[src/rtl/if_stage.sv]
// Instruction fetch stage for the in-order RV32I pipeline.
// Issues sequential word-aligned fetches, tags each request with its PC, and
// buffers returned words in a small in-order queue ahead of the decoder. A
// redirect flushes the queue and marks every in-flight response as stale.
module if_stage #(
    parameter logic [31:0] RESET_PC = 32'h0000_0000,
    parameter int          DEPTH    = 2
) (
    input  logic        clk,
    input  logic        rst,
    output logic        imem_req_valid,
    input  logic        imem_req_ready,
    output logic [31:0] imem_req_addr,
    input  logic        imem_resp_valid,
    input  logic [31:0] imem_resp_data,
    input  logic        redirect_valid,
    input  logic [31:0] redirect_pc,
    output logic        id_valid,
    input  logic        id_ready,
    output logic [31:0] id_inst,
    output logic [31:0] id_pc
);

    localparam logic [31:0] NOP_INST     = 32'h0000_0013;
    localparam logic [2:0]  CREDIT_LIMIT = 3'(DEPTH);

    // Fetch PC and credit bookkeeping
    logic [31:0] pc;
    logic [1:0]  outstanding;
    logic [1:0]  drop_cnt;

    // Instruction queue (two entries, in order)
    logic [31:0] q_pc   [2];
    logic [31:0] q_inst [2];
    logic [1:0]  count;
    logic        head;
    logic        tail;

    // PC tags of live (non-stale) requests, in request order
    logic [31:0] tag_pc [2];
    logic        tag_wr;
    logic        tag_rd;

    // Per-cycle events
    logic        req_fire;
    logic        resp_ok;
    logic        push;
    logic        pop;
    logic        have_entry;
    logic [2:0]  in_use;

    // Word-align a target address.
    function automatic logic [31:0] align_pc(input logic [31:0] addr);
        return {addr[31:2], 2'b00};
    endfunction

    // Next sequential fetch address; wraps naturally at 32 bits.
    function automatic logic [31:0] seq_pc(input logic [31:0] cur);
        return cur + 32'd4;
    endfunction

    // Two-bit counter update by independent +1 / -1 events.
    function automatic logic [1:0] bump(input logic [1:0] val,
                                        input logic       inc,
                                        input logic       dec);
        return val + {1'b0, inc} - {1'b0, dec};
    endfunction

    // Credit counts both requests in flight and words already queued, so a
    // returning response always has a free slot. Only registered state is
    // used: a pop this cycle frees its credit on the next cycle.
    assign in_use         = {1'b0, outstanding} + {1'b0, count};
    assign imem_req_valid = rst && !redirect_valid && (in_use < CREDIT_LIMIT);
    assign imem_req_addr  = pc;
    assign req_fire       = imem_req_valid && imem_req_ready;

    // A response with nothing outstanding is a protocol error and is ignored.
    // Responses owed to pre-redirect requests (drop_cnt) and any response in
    // the redirect cycle itself are discarded.
    assign resp_ok = imem_resp_valid && (outstanding != 2'd0);
    assign push    = resp_ok && !redirect_valid && (drop_cnt == 2'd0);

    assign have_entry = (count != 2'd0);
    assign id_valid   = have_entry && !redirect_valid;
    assign pop        = id_valid && id_ready;
    assign id_inst    = have_entry ? q_inst[head] : NOP_INST;
    assign id_pc      = have_entry ? q_pc[head]   : 32'h0000_0000;

    // Fetch PC: redirect overrides sequential advance.
    always_ff @(posedge clk or negedge rst) begin
        if (!rst) begin
            pc <= RESET_PC;
        end else if (redirect_valid) begin
            pc <= align_pc(redirect_pc);
        end else if (req_fire) begin
            pc <= seq_pc(pc);
        end
    end

    // Requests in flight: +1 on fire, -1 on any accepted response.
    always_ff @(posedge clk or negedge rst) begin
        if (!rst) begin
            outstanding <= 2'd0;
        end else begin
            outstanding <= bump(outstanding, req_fire, resp_ok);
        end
    end

    // Stale-response counter: reloaded on redirect with every request still
    // owed after this cycle, then counted down as those responses return.
    always_ff @(posedge clk or negedge rst) begin
        if (!rst) begin
            drop_cnt <= 2'd0;
        end else if (redirect_valid) begin
            drop_cnt <= outstanding - {1'b0, resp_ok};
        end else if (resp_ok && (drop_cnt != 2'd0)) begin
            drop_cnt <= drop_cnt - 2'd1;
        end
    end

    // Queue occupancy and pointers; a redirect empties the queue.
    always_ff @(posedge clk or negedge rst) begin
        if (!rst) begin
            count <= 2'd0;
            head  <= 1'b0;
            tail  <= 1'b0;
        end else if (redirect_valid) begin
            count <= 2'd0;
            head  <= 1'b0;
            tail  <= 1'b0;
        end else begin
            count <= bump(count, push, pop);
            if (push) begin
                tail <= ~tail;
            end
            if (pop) begin
                head <= ~head;
            end
        end
    end

    // Queue payload: written at tail with the tag of the oldest live request.
    always_ff @(posedge clk) begin
        if (push) begin
            q_pc[tail]   <= tag_pc[tag_rd];
            q_inst[tail] <= imem_resp_data;
        end
    end

    // Tag FIFO pointers; stale requests never read a tag, so a redirect
    // simply restarts both pointers.
    always_ff @(posedge clk or negedge rst) begin
        if (!rst) begin
            tag_wr <= 1'b0;
            tag_rd <= 1'b0;
        end else if (redirect_valid) begin
            tag_wr <= 1'b0;
            tag_rd <= 1'b0;
        end else begin
            if (req_fire) begin
                tag_wr <= ~tag_wr;
            end
            if (push) begin
                tag_rd <= ~tag_rd;
            end
        end
    end

    // Tag FIFO payload: PC of each issued request.
    always_ff @(posedge clk) begin
        if (req_fire) begin
            tag_pc[tag_wr] <= pc;
        end
    end

    // Protocol and occupancy sanity checks (simulation only).
    always @(posedge clk) begin
        if (rst) begin
            assert (!(imem_resp_valid && (outstanding == 2'd0)));
            assert (in_use <= CREDIT_LIMIT);
            assert (drop_cnt <= outstanding);
        end
    end

endmodule

[config.mk]
export PLATFORM = sky130hd
export DESIGN_NAME = if_stage
export DESIGN_NICKNAME = d
export VERILOG_FILES = /design/src/rtl/if_stage.sv
export SDC_FILE = /design/constraint.sdc
export NUM_CORES = 1
export LEC_CHECK = 0
export CORE_MARGIN = 5
export CORE_UTILIZATION = 45
export DETAILED_ROUTE_END_ITERATION = 12
export PLACE_DENSITY = 0.79
export SETUP_SLACK_MARGIN = 0.05
export SLEW_MARGIN = 20
export SYNTH_ARGS = -nofsm -noshare
export SYNTH_HDL_FRONTEND = slang
export SYNTH_SLANG_ARGS = --single-unit
export TNS_END_PERCENT = 1
[constraint.sdc]
create_clock -name clk -period 5.3 [get_ports clk]
set_input_delay 0.795 -clock clk [delete_from_list [all_inputs] [get_ports clk]]
set_output_delay 0.795 -clock clk [all_outputs]
set_load 0.01 [all_outputs]
# Word level (Yosys, flattened, before mapping)
# Memories as Yosys holds them, arrays and structs flattened.
# Index checks and enable logic that the tools add are counted.
# W data, S select, Z words.
[word_totals]
output_inout_bits = 98
in_bits = 70
regBits = 42
wordCells = 61
rom_bits = 0
latch_bits = 0
n_memories = 3
ramBits = 192
[op_classes]
div = 0
n_bitwise = 4
n_lt_le_gt_ge = 1
add_sub_neg = 8
n_reduce_logical = 18
n_mux = 19
shift = 0
mul = 0
n_eq_ne = 0
[mem_list]
columns = ["name", "depth", "width", "read_ports", "rd_ports_with_merged_regs", "wr", "line_no", "source"]
rows = [
  ["q_inst", 2, 32, 1, 0, 1, "34", "logic [31:0] q_inst [2];"],
  ["q_pc", 2, 32, 1, 0, 1, "33", "logic [31:0] q_pc [2];"],
  ["tag_pc", 2, 32, 1, 0, 1, "40", "logic [31:0] tag_pc [2];"],
]
[ops]
columns = ["operator", "count"]
rows = [
  ["$mux W32", 4],
  ["$add A32 B3 Y32 const B", 1],
  ["$reduce_bool A2 Y1", 7],
  ["$mux W1", 12],
  ["$logic_and A1 B1 Y1", 9],
  ["$mux W2", 3],
  ["$sub A2 B1 Y2", 3],
  ["$add A2 B1 Y2", 2],
  ["$not A1 Y1", 4],
  ["$add A2 B2 Y3", 1],
  ["$lt A3 B2 Y1 const B", 1],
  ["$logic_not A2 Y1", 1],
  ["$sub A2 B1 Y2 const B", 1],
  ["$logic_not A1 Y1", 1],
]

# Longest topological paths before layout
[depth]
ltp_word = 7
ltp_mapped = 11
mapped_depth_nobuf = 9

# Worst setup path before layout
# OpenSTA, ideal clock, no wires.
[synth_path]
kind = "input -> register"
startpoint = "input port redirect_valid"
endpoint = "memory q_inst[0][0] (enable)"
setup_slack_ns = 0.703
required_ns = 4.818
setup_time_ns = 0.482
path_stages = 5
n_path_buf = 2
arrival_time_ns = 4.114
cell_sequence = "clkbuf_1 -> clkinv_1 -> clkbuf_1 -> nand3_1 -> nor2_1"
[synth_via]
elab_chain_cells = 5
[synth_rtl]
columns = ["element", "line_no", "source"]
rows = [
  ["from (decl)", "16", "input logic redirect_valid,"],
  ["$logic_not A1 Y1", "81", "assign push = resp_ok && !redirect_valid && (drop_cnt == 2'd0);"],
  ["$logic_and A1 B1 Y1 (2 in series)", "81", ""],
  ["$mux W1", "144", "if (push) begin"],
  ["$mux W1 (implied by the code)", "146", "q_inst[tail] <= imem_resp_data;"],
  ["to (decl)", "34", ""],
]
# Every way passes these cells.

# Final worst setup path
[layout_path]
startpoint = "register count[1]"
endpoint = "output port id_pc[11]"
[layout_via]
elab_chain_cells = 2
[layout_rtl]
columns = ["element", "line_no", "source"]
rows = [
  ["from (decl)", "35", "logic [1:0] count;"],
  ["from (signal assigned)", "132", "count <= bump(count, push, pop);"],
  ["$reduce_bool A2 Y1", "83", "assign have_entry = (count != 2'd0);"],
  ["$mux W32", "87", "assign id_pc = have_entry ? q_pc[head] : 32'h0000_0000;"],
  ["to (decl)", "21", "output logic [31:0] id_pc"],
]
# Every way passes these cells.

==> impl_results.md <==
- Outcome: finished clean
- Area of the multi-input gates: 2520 µm²
- Reg area: 6530 µm²
- Netlist cell types: 44
- Htree depth: 1
- CTS root buf: clkbuf_16
- Reg power frac: 0.479
- Starting DRC count in detailed routing: 347
- Tot GR Track Use: 0.166
- Number of hold buffers added after CTS: 0
- Critical Path End Type: primary output
- Slew headroom: 0.451
- Synth warn: 0
- Clock sink count: 224
- P_sw: 1.16 mW
- DP HPWL: 13000 µm
- CP Max Fanout: 33
- Max-Cap Viols: 0
- Antenna Cells: 0
- Crit path DAT: 2.70 ns
- HP Class: in -> async
- Initial core utilization: 0.457
- Post-synthesis sequential area ratio: 0.709
- Clock Skews: 0.0106 ns
- CTS Buffer Depth: 3
- Total die area: 23400 µm²
- TritonRoute pass-1 iters: 4
- Max Slew Vio Count: 0
- # DRC: 0
- Fill count: 1591
- Finished Cell Area: 11900 µm²
- Peak Freq: 0.286 GHz
- Async S/R FF share, synth: 0.179
- Placer Congestion: 0.772
- Clock transition at path regs: 0.06 ns
- Peak supply drop: 178 µV
- WL/cell: 18.5 µm
- Worst Reg-to-Reg Cells: 6
- WL final: 19900 µm
- Ys flop type: edfxtp_1
- P_int: 3.38 mW
- Post-DP Area: 11100 µm²
- Placement Setup Slack: 1.82 ns
- Combinational Power Share: 0.195
- Yosys reg bits: 224
- Resized cells post-CTS: 0
- Worst-Margin Slew: 0.824 ns
- Standard-cell rows: 52
- Die width: 153 µm
- Vias per inst: 5.24
- Switch share: 0.255
- Grt total ovfl: 0
- Nets: 863
- Required @ worst endpoint: 4.51 ns
- Post-synthesis average cell area: 14.9 µm²
- RSZ-0062 raised after global routing: false
- Final period util: 0.660
- Die height: 153 µm
- I/O Pins: 168
- RR Startpoint: count[0]$_DFF_PN0_
- Post-synth design cell area: 9210 µm²
- Hold Vio Cnt, Final: 0
- Routed Antenna Nets: 0
- Final setup viols: 0
- Setup ws final: 1.80 ns
- Area Growth Syn to Fin: 29.1%
- Cell Pwr Density: 381 nW/µm²
- Setup bufs post-CTS: 0
- Share of cells above drive strength 1: 0.104
- Kind of critical path: reg -> out
- PnR Total Power: 4.53 mW
- Core area: 20200 µm²
- First-pass GRT wire length: 31400 µm
- IO Port Bufs: 161
- Number of synthesized flops with an enable pin: 184
- Total number of vias: 5607
- Setup TNS: 0 ns
- Worst R2R Setup Slack: 1.92 ns
- Gate Count Post-Synth: 619
- Clk Latency, worst-skew pair: 0.50 ns
- Largest net degree at the start of global routing: 64
- CP startpoint kind: register
- Clock share of power: 0.326
- Initial antenna violation count: 0
- P_leak: 3.95 nW
- CTS tree: yes
- Number of global-route vias before repair: 5655
- Hold WS: 0.447 ns
- Tmin final: 3.50 ns
- CTS Buf Count: 23
- R2r endpoint: tag_pc[0][14]$_DFFE_PP_
-- synthesized netlist by cell type, drive strengths merged (2+ instances only) --
library cell	instances	area share
a21oi	2	0.0011
a31oi	17	0.012
and2	3	0.0020
and3	4	0.0027
and4	6	0.0058
buf	21	0.013
clkbuf	14	0.0057
dfrtp	40	0.11
edfxtp	184	0.60
ha	7	0.0095
inv	8	0.0033
mux2	30	0.037
mux2i	64	0.070
nand2	26	0.011
nand3	10	0.0073
nand4	11	0.011
nor2	87	0.035
nor4b	2	0.0019
o21ai	23	0.012
o31ai	9	0.0073
o41ai	2	0.0019
or3	8	0.0054
or4	10	0.0081
xnor2	8	0.0076
xor2	11	0.010
-- state kept, by name, indices dropped and copies added (netlist names), 2 cells and up --
signal	flops
imem_req_addr	30
tag_pc	60
count	2
drop_cnt	2
q_pc	60
q_inst	64
outstanding	2
-- per-stage QoR --
step | std cells | util
2_1_floorplan | 622 | -
3_3_place_gp | 1027 | 0.551
3_5_place_dp | 1027 | 0.551
4_1_cts | 1068 | 0.585
5_1_grt | 1071 | 0.589
6_report | 1071 | 0.589
-- worst max path at each step --
stage,startpoint,endpoint,cells past startpoint
final,count[1]$_DFF_PN0_,id_pc[11],4
after global routing,count[1]$_DFF_PN0_,id_valid,4
after CTS,count[1]$_DFF_PN0_,id_pc[11],4
after detailed placement,imem_req_ready,tag_pc[0][30]$_DFFE_PP_,5
after global placement,imem_req_ready,tag_pc[0][28]$_DFFE_PP_,5
after floorplan,redirect_valid,q_inst[0][0]$_DFFE_PP_,5
-- cell usage in the layout, fill, tap and decap left out, types with 2 or more instances in the layout --
cell type        Yosys  final
xor2_1              11     11
clkinv_1             1      4
o21ai_1             10     10
nand4_1              9      9
nand3_1              8      8
o41ai_1              2      2
conb_1               1      4
clkdlybuf4s50_1      0    160
clkbuf_16            0     23
buf_4                8      7
clkbuf_1            14      8
inv_1                8      8
or4_1               10     10
clkinv_2             0      4
nand2_1             26     26
edfxtp_1           184    184
o31ai_1              9      9
buf_16               0      3
xnor2_1              8      8
nor2_1              87     83
o21ai_0             13     13
ha_1                 7      7
and4_1               5      5
nor2_4               0      3
buf_12               0      2
dfrtp_1             40     39
nand4_4              2      2
and3_1               4      4
or3_1                8      8
nor4b_1              2      2
mux2_2              30     30
and2_1               3      3
mux2i_1             64     64
a21oi_1              2      2
a31oi_1             17     17
-- metal layers --
metal,vias to the layer above,wire (µm),global-route usage
li1,2651,-,-
met1,2762,8240,0.222
met2,164,10100,0.285
met3,30,1170,0.0243
met4,0,401,0.0496
met5,-,0,0
-- power groups by stage --
| stage | logic, mW | clock network (mW) | registers [mW] |
|---|---|---|---|
| 6_report | 0.885 | 1.48 | 2.17 |
| 5_1_grt | 0.966 | 1.59 | 2.19 |
| 4_1_cts | 0.863 | 1.52 | 2.20 |
| 3_5_place_dp | 0.859 | 0 | 2.24 |
| 3_3_place_gp | 0.842 | 0 | 2.23 |
| 2_1_floorplan | 0.497 | 0 | 2.18 |
-- final cells by class --
cell class                 count  share of cell area
timing repair buffer         173               0.150
tap                          270              0.0284
clock buffer                  32              0.0521
clock inverter                 9             0.00579
sequential                   224               0.549
inverter                       9             0.00284
multi-input combinational    354               0.212
-- worst max-delay path: stages, from the launching register on --
cell	delay [ns]
dfrtp_1	0.50
nor2_4	0.56
buf_4	0.48
nor2_1	0.14
clkdlybuf4s50_1	0.50
-- cells by family (layout without fill, tap and decap cells) --
logic type / Yosys count / in the layout / share of synthesized area
DFF: 224 / 224 / 0.709
and+or+nand+nor: 172 / 172 / 0.0948
muxes: 94 / 94 / 0.106
AOI/OAI and AO/OA: 57 / 57 / 0.0382
buffers and inverters: 44 / 223 / 0.0221
xor gates and xnor gates: 19 / 19 / 0.0181
adders and majority gates: 8 / 8 / 0.0117
other: 1 / 4 / 0.000407
(Power assumes the default switching activity.)
